**src/rtl/irq_arbiter_pkg.sv**
```systemverilog
`default_nettype none
// ============================================================================
// Module   : irq_arbiter_pkg
// Purpose  : Shared constants and types for the interrupt arbiter: source
//            count, index width, config address map and FSM state encoding.
// Revision : 1.0 - initial release
// ============================================================================
package irq_arbiter_pkg;

    localparam int NUM_SRC = 8;
    localparam int ID_W    = 3;

    // Config register map
    localparam logic [1:0] c_ADDR_ENABLE  = 2'd0;
    localparam logic [1:0] c_ADDR_PENDING = 2'd1;
    localparam logic [1:0] c_ADDR_CLAIM   = 2'd2;
    localparam logic [1:0] c_ADDR_STATUS  = 2'd3;

    // Encoding is visible to software through STATUS[1:0]
    typedef enum logic [1:0] {
        ST_IDLE       = 2'b00,
        ST_REQ        = 2'b01,
        ST_WAIT_CLAIM = 2'b10,
        ST_SERVICE    = 2'b11
    } state_e;

endpackage
`default_nettype wire

```
**src/rtl/irq_arbiter_rr_select.sv**
```systemverilog
`default_nettype none
// ============================================================================
// Module   : rr_select
// Purpose  : Combinational round-robin picker. Returns the first set bit of
//            the eligible mask at or after the pointer, wrapping 7 -> 0.
// Ports    : eligible_i - mask of sources that may be selected
//            ptr_i      - index with the highest priority this round
//            valid_o    - at least one eligible source exists
//            idx_o      - selected source index (0 when valid_o = 0)
// Revision : 1.0 - initial release
// ============================================================================
module rr_select
    import irq_arbiter_pkg::*;
(
    input  logic [NUM_SRC-1:0] eligible_i,
    input  logic [ID_W-1:0]    ptr_i,
    output logic               valid_o,
    output logic [ID_W-1:0]    idx_o
);

    logic [ID_W-1:0] w_cand;

    // Walk offsets from farthest to nearest so the nearest hit is the last
    // assignment and therefore wins.
    always_comb begin
        valid_o = 1'b0;
        idx_o   = '0;
        w_cand  = '0;
        for (int k = NUM_SRC - 1; k >= 0; k--) begin
            w_cand = ptr_i + k[ID_W-1:0];
            if (eligible_i[w_cand]) begin
                valid_o = 1'b1;
                idx_o   = w_cand;
            end
        end
    end

endmodule
`default_nettype wire

```
**src/rtl/irq_arbiter.sv**
```systemverilog
`default_nettype none
// ============================================================================
// Module   : irq_arbiter
// Purpose  : 8-source edge-triggered interrupt arbiter with round-robin
//            selection and a claim/complete handshake over a small config
//            register port.
// Ports    : clk, rst      - clock, synchronous active-high reset
//            irq_src       - level interrupt sources (rising edge latched)
//            int_ack       - trap-entry pulse from the exception unit
//            cfg_re/cfg_we - config read/write strobes
//            cfg_addr      - 0 ENABLE, 1 PENDING, 2 CLAIM, 3 STATUS
//            cfg_wdata     - config write data
//            cfg_rdata     - combinational read data (0 when cfg_re = 0)
//            interrupt     - registered interrupt request
//            irq_id        - registered candidate index while interrupt = 1
// Revision : 1.0 - initial release
// ============================================================================
module irq_arbiter
    import irq_arbiter_pkg::*;
(
    input  logic                clk,
    input  logic                rst,
    input  logic [NUM_SRC-1:0]  irq_src,
    input  logic                int_ack,
    input  logic                cfg_re,
    input  logic                cfg_we,
    input  logic [1:0]          cfg_addr,
    input  logic [31:0]         cfg_wdata,
    output logic [31:0]         cfg_rdata,
    output logic                interrupt,
    output logic [ID_W-1:0]     irq_id
);

    state_e                state_q, state_d;
    logic [NUM_SRC-1:0]    src_q;
    logic [NUM_SRC-1:0]    pending_q, pending_d;
    logic [NUM_SRC-1:0]    enable_q, enable_d;
    logic [ID_W-1:0]       rr_ptr_q, rr_ptr_d;
    logic [ID_W-1:0]       active_id_q, active_id_d;
    logic [ID_W-1:0]       irq_id_q, irq_id_d;
    logic                  interrupt_q, interrupt_d;

    logic [NUM_SRC-1:0]    w_edge;
    logic [NUM_SRC-1:0]    w_eligible;
    logic [NUM_SRC-1:0]    w_claim_clr;
    logic                  w_sel_valid;
    logic [ID_W-1:0]       w_sel_idx;
    logic                  w_claim_rd;
    logic                  w_claim_wr;
    logic                  w_enable_wr;
    logic                  w_unused_wdata;

    assign w_edge         = irq_src & ~src_q;
    assign w_eligible     = pending_q & enable_q;
    assign w_claim_rd     = cfg_re && (cfg_addr == c_ADDR_CLAIM);
    assign w_claim_wr     = cfg_we && (cfg_addr == c_ADDR_CLAIM);
    assign w_enable_wr    = cfg_we && (cfg_addr == c_ADDR_ENABLE);
    assign w_unused_wdata = ^cfg_wdata[31:8];

    rr_select u_rr_select (
        .eligible_i (w_eligible),
        .ptr_i      (rr_ptr_q),
        .valid_o    (w_sel_valid),
        .idx_o      (w_sel_idx)
    );

    // Next-state and register updates
    always_comb begin
        state_d     = state_q;
        rr_ptr_d    = rr_ptr_q;
        active_id_d = active_id_q;
        w_claim_clr = '0;

        case (state_q)
            ST_IDLE: begin
                if (w_sel_valid) state_d = ST_REQ;
            end
            ST_REQ: begin
                if (int_ack)           state_d = ST_WAIT_CLAIM;
                else if (!w_sel_valid) state_d = ST_IDLE;
            end
            ST_WAIT_CLAIM: begin
                if (w_claim_rd) begin
                    if (w_sel_valid) begin
                        w_claim_clr[w_sel_idx] = 1'b1;
                        rr_ptr_d               = w_sel_idx + 3'd1;
                        active_id_d            = w_sel_idx;
                        state_d                = ST_SERVICE;
                    end else begin
                        // Nothing left to claim: abandon the handshake
                        state_d = ST_IDLE;
                    end
                end
            end
            ST_SERVICE: begin
                if (w_claim_wr && (cfg_wdata[3:0] == ({1'b0, active_id_q} + 4'd1)))
                    state_d = ST_IDLE;
            end
            default: state_d = ST_IDLE;
        endcase

        // A fresh edge on the source being claimed re-arms it
        pending_d   = (pending_q & ~w_claim_clr) | w_edge;
        enable_d    = w_enable_wr ? cfg_wdata[NUM_SRC-1:0] : enable_q;
        interrupt_d = (state_d == ST_REQ);
        irq_id_d    = (state_d == ST_REQ) ? w_sel_idx : irq_id_q;
    end

    always_ff @(posedge clk) begin
        if (rst) begin
            state_q     <= ST_IDLE;
            src_q       <= '0;
            pending_q   <= '0;
            enable_q    <= '0;
            rr_ptr_q    <= '0;
            active_id_q <= '0;
            irq_id_q    <= '0;
            interrupt_q <= 1'b0;
        end else begin
            state_q     <= state_d;
            src_q       <= irq_src;
            pending_q   <= pending_d;
            enable_q    <= enable_d;
            rr_ptr_q    <= rr_ptr_d;
            active_id_q <= active_id_d;
            irq_id_q    <= irq_id_d;
            interrupt_q <= interrupt_d;
        end
    end

    // Read mux; CLAIM only returns an id when a claim would actually succeed
    always_comb begin
        cfg_rdata = '0;
        if (cfg_re) begin
            case (cfg_addr)
                c_ADDR_ENABLE:  cfg_rdata[NUM_SRC-1:0] = enable_q;
                c_ADDR_PENDING: cfg_rdata[NUM_SRC-1:0] = pending_q;
                c_ADDR_CLAIM: begin
                    if ((state_q == ST_WAIT_CLAIM) && w_sel_valid)
                        cfg_rdata[ID_W:0] = {1'b0, w_sel_idx} + 4'd1;
                end
                c_ADDR_STATUS:  cfg_rdata[7:0] = {active_id_q, rr_ptr_q, state_q};
                default: ;
            endcase
        end
    end

    assign interrupt = interrupt_q;
    assign irq_id    = irq_id_q;

endmodule
`default_nettype wire

```
**config.mk**
```make
export PLATFORM = sky130hd
export DESIGN_NAME = irq_arbiter
export DESIGN_NICKNAME = d
export VERILOG_FILES = /design/src/rtl/irq_arbiter_pkg.sv /design/src/rtl/irq_arbiter_rr_select.sv /design/src/rtl/irq_arbiter.sv
export SDC_FILE = /design/constraint.sdc
export NUM_CORES = 1
export LEC_CHECK = 0
export ABC_CLOCK_PERIOD_IN_PS = 3800
export BUFFER_PORTS_ARGS = -buffer_cell sky130_fd_sc_hd__buf_4
export CORE_ASPECT_RATIO = 1.2
export CORE_MARGIN = 4
export CORE_UTILIZATION = 25
export DETAILED_ROUTE_END_ITERATION = 8
export PLACE_DENSITY = 0.43
export RECOVER_POWER = 50
export SYNTH_ARGS = -nofsm -noshare
export SYNTH_HDL_FRONTEND = slang
export SYNTH_SLANG_ARGS = --single-unit
```
**constraint.sdc**
```tcl
create_clock -name clk -period 3.8 [get_ports clk]
set_clock_uncertainty 0.2 [all_clocks]
set_input_delay 0.19 -clock clk [delete_from_list [all_inputs] [get_ports clk]]
set_output_delay 0.19 -clock clk [all_outputs]
set_load 0.02 [all_outputs]
```
# Word-level counts from Yosys, hierarchy flattened
# Index checks and enable logic that the tools add are counted.
dict set report totals {
  out_inout_bits 36
  reg_bits 36
  word_cells 99
}
dict set report classes {
  muxes 48
  addsub 10
  n_eq_ne 8
  n_bitwise 6
  reduce_logical 9
  n_lt_le_gt_ge 10
}
# cell n
set ops {}
lappend ops {{3-bit by 4-bit less-than comparator with 1-bit output (second input constant)} 9}
lappend ops {{8-bit two-way mux} 4}
lappend ops {{8-bit bitwise AND} 3}
lappend ops {{1-bit binary-select mux with 3-bit select} 8}
lappend ops {{3-bit two-way mux} 8}
lappend ops {{1-bit two-way mux} 17}
lappend ops {{8-bit inverter} 2}
lappend ops {{4-bit one-hot mux with 4 select lines} 1}
lappend ops {{3-bit adder (second input constant)} 4}
lappend ops {{2-bit two-way mux} 6}
lappend ops {{4-bit one-hot mux with 3 select lines} 1}
lappend ops {{3-bit by 1-bit adder with 4-bit output (second input constant)} 2}
lappend ops {{2-bit equality test (second input constant)} 4}
lappend ops {{8-bit bitwise OR} 1}
lappend ops {{2-bit one-hot mux with 4 select lines} 1}
lappend ops {{3-bit by 1-bit adder with 3-bit output (second input constant)} 2}
lappend ops {{3-bit by 2-bit adder with 3-bit output (second input constant)} 2}
lappend ops {{2-bit by 1-bit equality test with 1-bit output (second input constant)} 3}
lappend ops {{1-bit logical AND} 6}
lappend ops {{4-bit equality test} 1}
lappend ops {{2-bit zero test} 2}
lappend ops {{4-bit two-way mux} 1}
lappend ops {{1-bit demux with 3-bit select} 1}
lappend ops {{3-bit by 1-bit >= comparator with 1-bit output (second input constant)} 1}
lappend ops {{3-bit AND reduction} 1}

# Depth between registers and ports, before layout
# Gate-level depths: netlist (run 1).
dict set report depth {
  depth_word 21
  mapped_depth 16
}

# Cells and area by module
# A second synthesis (run 1) with hierarchy kept.
dict set report hier_totals {
  hier_cells 314
  hier_area_um2 2723.9
}
# module instances area_each_um2 cells_per_inst seq_area_each_um2
set modules_own_cells {}
lappend modules_own_cells {irq_arbiter 1 1941.9 224 720.7}
lappend modules_own_cells {rr_select 1 782.0 90 0.0}

# Worst setup path after synthesis (run 1)
# OpenSTA, ideal clock, no wires.
dict set report synth_timing {
  kind {register -> output}
  from {register rr_ptr_q[0]}
  to {output port cfg_rdata[2]}
  path_stages_with_launch 16
  setup_slack_ns 0.314
  path_buffers 2
  arrival_time_ns 3.096
  t_required_ns 3.410
  cell_sequence {dfxtp_1 > buf_6 > inv_4 > buf_6 > ha_1 > xnor2_2 > mux4_2 > mux2i_1 > nor3_1 > a311oi_4 > nor2_2 > inv_1 > ha_1 > inv_1 > nor4_1 > a211o_1}
}
dict set report synth_via {
  elab_chain_cells 15
  elab_cells_between_ends 44
  classes_between {add/sub: 8; mux: 35; reduce/logical: 1}
}
# item line_no
set synth_lines {}
lappend synth_lines {{start: declaration} irq_arbiter.sv:38} ;# logic [ID_W-1:0] rr_ptr_q, rr_ptr_d;
lappend synth_lines {{start signal: assignment} irq_arbiter.sv:124} ;# rr_ptr_q <= rr_ptr_d;
lappend synth_lines {{3-bit adder} irq_arbiter_rr_select.sv:30} ;# w_cand = ptr_i + k[ID_W-1:0];
lappend synth_lines {{1-bit binary-select mux with 3-bit select} irq_arbiter_rr_select.sv:31} ;# if (eligible_i[w_cand]) begin
lappend synth_lines {{1-bit two-way mux (not written as such)} irq_arbiter_rr_select.sv:31}
lappend synth_lines {{3-bit two-way mux (7 in series)} irq_arbiter_rr_select.sv:31}
lappend synth_lines {{3-bit two-way mux (*)} irq_arbiter_rr_select.sv:31}
lappend synth_lines {{named net u_rr_select.idx_o[0]} irq_arbiter_rr_select.sv:18} ;# output logic [ID_W-1:0] idx_o
lappend synth_lines {{3-bit by 1-bit adder with 4-bit output (*)} irq_arbiter.sv:140} ;# cfg_rdata[ID_W:0] = {1'b0, w_sel_idx} + 4'd1;
lappend synth_lines {{4-bit two-way mux (*)} irq_arbiter.sv:139} ;# if ((state_q == ST_WAIT_CLAIM) && w_sel_valid)
lappend synth_lines {{4-bit one-hot mux with 4 select lines (*)} irq_arbiter.sv:135} ;# case (cfg_addr)
lappend synth_lines {{8-bit two-way mux (*)} irq_arbiter.sv:134} ;# if (cfg_re) begin
lappend synth_lines {{end: declaration} irq_arbiter.sv:29} ;# output logic [31:0] cfg_rdata,
# Mark *: on every way through the listed nets, which the timed path passes. The rest lies on a longest branch. The select of a mux whose other input is x is not followed.

# Worst setup path after layout (run 1)
# Ends and elaborated chain as after synthesis.

==> results of run 1 <==
[stage by stage]
step / power, W / hold WS [ns] / instance area (um2) / TNS [ns]
2_1_floorplan: 0.000532 / 0.118 / 3080 / 0
3_3_place_gp: 0.000584 / 0.209 / 3470 / 0
3_5_place_dp: 0.000584 / 0.212 / 3470 / 0
4_1_cts: 0.00102 / 0.0774 / 3810 / -0.0206
5_1_grt: 0.00106 / 0.108 / 4010 / 0
6_report: 0.00101 / 0.0825 / 4010 / 0
[synth_stat cells, drive strengths merged (2+ instances only)]
library cell	instances	area (um2)
ha	4	50.1
o31a	2	17.5
mux2i	12	120
o211ai	6	45.0
o21a	3	22.5
a31oi	7	43.8
a22o	2	17.5
nand2b	4	25.0
xnor2	3	33.8
inv	10	40.0
nor2b	15	93.8
o211a	2	20.0
mux2	3	37.5
nor3	2	10.0
or3	2	12.5
o31ai	3	22.5
o21ai	26	138
mux4	15	372
nand3b	2	15.0
a211oi	9	72.6
o311ai	2	17.5
o221ai	2	17.5
a21oi	21	105
a41oi	3	26.3
buf	35	245
nor2	22	85.1
nand3	9	45.0
nor4	5	31.3
and2	12	75.1
nand2	43	161
dfxtp	36	721
clkbuf	8	30.0
xor2	4	42.6
a221oi	3	26.3
[metal layers]
layer	global-route usage, %	wire, um
met3	1.86	401
met4	6.24	215
met2	25.0	5270
met1	17.9	4090
met5	0	0
[area by class of cell]
cell class,instances,area [um2]
tap,157,196
multi-input combinational,287,2180
timing repair buffer,89,714
fill,1260,7610
clock inverter,1,7.51
clock buffer,7,143
sequential,36,726
inverter,11,46.3
[power by group through the flow]
stage	Combinational, W	Sequential [W]	Clock, W
4_1_cts	0.000180	0.000411	0.000432
3_3_place_gp	0.000165	0.000419	0
2_1_floorplan	0.000114	0.000419	0
5_1_grt	0.000198	0.000413	0.000446
3_5_place_dp	0.000165	0.000420	0
6_report	0.000179	0.000411	0.000418
[worst max-delay path: stages (launching register included)]
cell and delay [ns]:
dfxtp_4 0.36, buf_12 0.14, inv_4 0.07, buf_12 0.12
mux4_2 0.53, mux2_4 0.30, a21o_1 0.20, a22o_2 0.32
nor2_2 0.14, inv_1 0.06, ha_1 0.17, inv_1 0.12
nor4_4 0.05, a211o_1 0.27, buf_6 0.14
[state kept, by name, indices dropped and copies added, names as in the netlist]
name	cells
active_id_q	3
enable_q	8
interrupt	1
irq_id	3
pending_q	8
rr_ptr_q	3
src_q	8
state_q	2
[repair_timing]
action,4_1_cts,5_1_grt
endpoints found under the setup margin,3,3
hold buffers,16,0
resized for setup,5,36
hold endpoints to repair,16,0
buffers inserted,2,10
pin swaps,1,6
[cells by family after synthesis]
logic type      after synthesis
buf+inv                      54
fa+ha+maj                     4
xor+xnor                      7
mux                          30
simple gates                121
other cells                   1
compound gates              101
flops                        36
[how the worst max path moves through the flow]
| stage | start | endpoint | slack, ns | depth (start not counted) |
|---|---|---|---|---|
| 2_1_floorplan | rr_ptr_q[0] | cfg_rdata[2] | 0.31 | 15 |
| 3_3_place_gp | rr_ptr_q[1] | cfg_rdata[2] | 0.18 | 13 |
| 3_5_place_dp | rr_ptr_q[0] | cfg_rdata[2] | 0.19 | 14 |
| 4_1_cts | rr_ptr_q[0] | cfg_rdata[2] | -0.02 | 13 |
| 5_1_grt | rr_ptr_q[0] | cfg_rdata[1] | 0.006 | 13 |
| 6_report | rr_ptr_q[0] | cfg_rdata[2] | 0.12 | 14 |
==> run summary, run 1 <==
Slew margin rel. - 53.2%
Utilization after layout - 34.5%
EDFF count, synth - 0
Pin count of the biggest net entering global routing - 28
Total grt overflow - 0
CTS root buf - clkbuf_16
Logic pwr share - 17.8%
Pre-CTS worst setup slack - 0.186 ns
Io pins - 83
Seq pwr share - 40.7%
PortBufs - 34
H-tree depth - 2
Clk pin slew, worst setup/hold paths - 0.05 ns
HP Start - rst
Max cap viols - 0
Setup Viol. Count Final - 0
Max Fanout on Critical Path - 8
Number of DRC markers in iteration 0 - 145
Max Clock Freq - 272 MHz
Worst hold endpoint - src_q[2]
Switching power - 0.000276 W
Final wirelength - 9.98 mm
Syn Area/Cell - 8.45 um2
Dpl hpwl - 7.57 mm
Gp weighted congestion - 0.920
Largest family of logic cells by synthesized area - compound AO/OA/AOI/OAI gates
R2R setup slack - 0.51 ns
Hold WC Path Type - in -> reg
Die area - 13800 um2
# rows - 43
Cells on worst reg2reg path - 11
First-pass GRT wire length - 15.5 mm
Clock Latency Late Sink - 0.28 ns
Sw Share - 27.4%
Syn Std Cell Area - 2990 um2
WL per Instance - 17.0 um
Initial core utilization - 25.7%
Fin. Hold Viols - 0
Reg-to-Reg Start - rr_ptr_q[0]
Final min period - 3.68 ns
P&R area growth vs syn - 34.0%
Setup ws final - 0.121 ns
XOR/XNOR Fraction of Synth Area - 2.55%
Sequential fraction of the synthesis area - 24.1%
CTS tree - yes
Crit start category - flip-flop
Std-Cell Core Area - 11600 um2
Total placed cells including tap cells - 552
Outcome - finished clean
Die extent in x - 108 um
CP arrival - 3.29 ns
RSZ-0062 raised after global routing - no
Crit path kind - reg -> out
Reg-to-Reg End - pending_q[1]
Gr usage total - 14.5%
DR pass1 iterations - 4
Worst path required time - 3.41 ns
Synth Area in Compound Gates - 23.4%
CTS Buffer Depth - 2
Leak - 1.53 nW
Vias - 2930
Vias per inst - 4.98
Main synth FF type - dfxtp_1
DRC Markers - 0
Vias in the first global route - 2827
Simple-Gate Fraction of Synth Area - 19.8%
CTS Buf Count - 5
P_int - 0.000732 W
Fin crit share - 96.8%
Ys Warns - 0
Cells after Synth - 354
Slew @ Worst Pin - 0.695 ns
Mux cell area share after synthesis - 17.7%
#FFs+latches synth - 36
Clk sinks - 36
Nature of the critical path endpoint - output port
Final net count - 481
Peak supply drop - 0.201 mV
Most frequent cells in the layout - 57 x buf_4, 40 x nand2_1, 34 x dfxtp_1
Fin cells - 588
Worst Hold Depth - 2
Most common cell after layout, fill and taps aside - buf_4
Die height - 128 um
N_diodes - 0
Final Max Tran Viols - 0
Pwr Density - 251 nW/um2
Ys async rst share - 0%
Layout cells sized above 1 - 28.1%
Routed Antenna Nets - 0
Synth cell types - 64
Clock power share - 41.5%
Post-synthesis adder-cell area fraction - 1.67%
Antenna violations before repair - 0
(Power assumes the default switching activity.)
==> run 2, diff against run 1 <==
--- a/config.mk
+++ b/config.mk
@@ -8,10 +8,10 @@
 export ABC_CLOCK_PERIOD_IN_PS = 3800
 export BUFFER_PORTS_ARGS = -buffer_cell sky130_fd_sc_hd__buf_4
 export CORE_ASPECT_RATIO = 1.2
-export CORE_MARGIN = 4
+export CORE_MARGIN = 2
 export CORE_UTILIZATION = 25
 export DETAILED_ROUTE_END_ITERATION = 8
-export PLACE_DENSITY = 0.43
+export PLACE_DENSITY_LB_ADDON = 0.12
 export RECOVER_POWER = 50
 export SYNTH_ARGS = -nofsm -noshare
 export SYNTH_HDL_FRONTEND = slang
==> constraint.sdc (replaced) <==
create_clock -name clk -period 3.8 [get_ports clk]
set_clock_uncertainty 0.2 [all_clocks]
set_input_delay 0.57 -clock clk [delete_from_list [all_inputs] [get_ports clk]]
set_output_delay 0.57 -clock clk [all_outputs]
set_load 0.02 [all_outputs]
==> run 2 against run 1 <==
Compared with the run above:
- the flow now finishes with violations (setup timing)
- clock power is 13% higher
- highest routed layer unchanged
- largest power group unchanged
- wire length is 6.3% higher
- largest cell class unchanged
- combinational power is 4% higher
==> run summary, run 2 (same netlist as run 1, synthesis figures left out) <==
Outcome - finished with violations
Violations in the final reports - setup timing
Antenna violations before repair - 0 (unchanged)
Area taken by flip-flops and latches - 727 um2 (+0.17%)
RSZ-0062 raised after global routing - yes
Worst stage delay on the critical path - 0.59 ns (+0.06 ns)
PortBufs - 34 (unchanged)
Gp weighted congestion - 0.868 (-5.6%)
CP Cell Sequence - buf_12 > mux4_1 > mux2_2 > a221oi_2 > o311ai_2 > o21ai_2 > inv_2 > ha_4 > o211ai_1 > a21oi_2 > buf_6
Vias - 3026 (+3.3%)
Die height - 124 um (-3.1%)
Pre-CTS worst setup slack - -0.122 ns (-0.307 ns)
Number of DRC markers in iteration 0 - 156 (+7.6%)
Clk pin slew, worst setup/hold paths - 0.06 ns (about the same)
Slew margin rel. - 14.0% (-39 points)
DR pass1 iterations - 4 (unchanged)
Total grt overflow - 0 (unchanged)
Crit path kind - reg -> out
Die extent in x - 104 um (-3.7%)
CTS root buf - clkbuf_16
CTS Buffer Depth - 2 (unchanged)
Nature of the critical path endpoint - output port
Worst path required time - 3.03 ns (-0.38 ns)
Pin count of the biggest net entering global routing - 28 (unchanged)
HP Start - irq_id[1]
Vias in the first global route - 2933 (+3.7%)
Reg-to-Reg Start - rr_ptr_q[0]
Routed Antenna Nets - 0 (unchanged)
Setup Viol. Count Final - 2 (+2)
Initial core utilization - 25.7% (unchanged)
Design Area, Final - 4170 um2 (+3.9%)
CTS tree - yes
Hold Worst Slack - 0.302 ns (+0.220 ns)
N_diodes - 0 (unchanged)
CP arrival - 3.17 ns (-0.12 ns)
Slew @ Worst Pin - 1.29 ns (+0.595 ns)
Cell family with the largest share of critical-path delay - compound AO/OA/AOI/OAI gates
P&R area growth vs syn - 39.2%
Setup ws final - -0.139 ns (-0.260 ns)
Most common cell after layout, fill and taps aside - buf_4
Final net count - 503 (+4.6%)
Final Max Tran Viols - 0 (unchanged)
Fin. Hold Viols - 0 (unchanged)
First-pass GRT wire length - 16.4 mm (+5.8%)
H-tree depth - 2 (unchanged)
Clock Latency Late Sink - 0.29 ns (about the same)
DRC Markers - 0 (unchanged)
Vias per inst - 4.96 (-0.45%)
Final wirelength - 10.6 mm (+6.3%)
Worst hold endpoint - irq_id[1]
Layout cells sized above 1 - 36.6% (+8.6 points)
Largest registers - enable_q x8, pending_q x8, src_q x8
Clk sinks - 36 (unchanged)
Die area - 12900 um2 (-6.7%)
Max Fanout on Critical Path - 6 (-2)
Multi-input logic area - 2170 um2 (-0.34%)
R2R setup slack - 0.67 ns (+0.16 ns)
Peak supply drop - 0.168 mV (-17%)
Fin crit share - 104% (+6.8 points)
Pwr Density - 256 nW/um2 (+1.9%)
Gr usage total - 16.8% (+2.3 points)
Cells on worst reg2reg path - 12 (+1)
Worst Hold Depth - 2 (unchanged)
DP Area - 3780 um2 (+8.8%)
Utilization after layout - 35.8% (+1.3 points)
WL per Instance - 17.4 um (+2.4%)
CTS Buf Count - 5 (unchanged)
Final min period - 3.94 ns (+0.260 ns)
Crit start category - flip-flop
Dpl hpwl - 8.30 mm (+9.6%)
Reg-to-Reg End - pending_q[1]
Slowest-stage cell, CP - mux4_1
Most frequent cells in the layout - 99 x buf_4, 42 x nand2_1, 33 x dfxtp_1
Std-Cell Core Area - 11600 um2 (unchanged)
Bufs and invs on worst path - 3 (-3)
Max Clock Freq - 254 MHz (-6.6%)
# fillers - 1265 (+0.40%)
# rows - 43 (unchanged)
Io pins - 83 (unchanged)
Hold_buf cts - 0 (-16)
Hold WC Path Type - reg -> reg
Leak - 1.67 nW (+8.6%)
Max cap viols - 0 (unchanged)
-- run 2: cell count changes in the layout (fill, tap and decap cells not counted), moves of 3 or more --
| cell | before | now |
|---|---|---|
| and2_1 | 8 | 11 |
| buf_4 | 57 | 99 |
| dlygate4sd3_1 | 16 | 0 |
| and2_0 | 4 | 1 |
| buf_6 | 1 | 5 |
| clkbuf_4 | 7 | 0 |
-- run 2: layer usage --
metal | track usage [%] | vias to the layer above | share of wire (%)
li1 | - | 1456 | -
met1 | 21.4 | 1469 | 45
met2 | 29.8 | 85 | 50
met3 | 1.99 | 16 | 3.1
met4 | 5.49 | 0 | 2.0
met5 | 0 | - | 0
-- run 2: stage by stage --
stage / total power (W) / cells / setup TNS, ns
2_1_floorplan: 0.000533 / 377 / -0.0337
3_3_place_gp: 0.000597 / 591 / -0.0262
3_5_place_dp: 0.000598 / 591 / -0.147
4_1_cts: 0.00108 / 608 / -0.304
5_1_grt: 0.00111 / 610 / -0.547
6_report: 0.00107 / 610 / -0.248
-- run 2: area by class of cell --
| type | instances | area share [%] |
|---|---|---|
| inverters | 11 | 1.23 |
| flip-flops and latches | 36 | 17.5 |
| repair buffers | 111 | 20.5 |
| multi-input cells | 287 | 52.1 |
| well taps | 157 | 4.72 |
| clock inverters | 3 | 1.02 |
| clock buffers | 5 | 3.00 |
-- run 2: timing repair --
action                                  CTS  global route
pin swaps                                13             8
endpoints found under the setup margin    4             4
gates resized for setup                  36            12
setup buffers                            10             2
-- run 2: worst max-delay path by stage --
stage                    to  slack, ns  cells after the start         from
6_report       cfg_rdata[1]      -0.14                     11  rr_ptr_q[0]
5_1_grt        cfg_rdata[1]      -0.24                     15  rr_ptr_q[0]
4_1_cts        cfg_rdata[2]      -0.15                     14  rr_ptr_q[0]
3_5_place_dp   cfg_rdata[2]      -0.12                     15  rr_ptr_q[0]
3_3_place_gp   cfg_rdata[2]      -0.03                     15  rr_ptr_q[0]
2_1_floorplan  cfg_rdata[2]      -0.03                     15  rr_ptr_q[0]
-- run 2: power breakdown --
part           switching [W]  total, W  leakage [nW]  internal [W]
Clock               0.000166  0.000474        0.0798      0.000308
Sequential         0.0000121  0.000408         0.297      0.000396
Combinational       0.000109  0.000186          1.29     0.0000768
-- run 2: worst min-delay path: stages, from the launching register on --
cell	delay, ns
dfxtp_1	0.31
nor2_1	0.09
a211oi_1	0.05
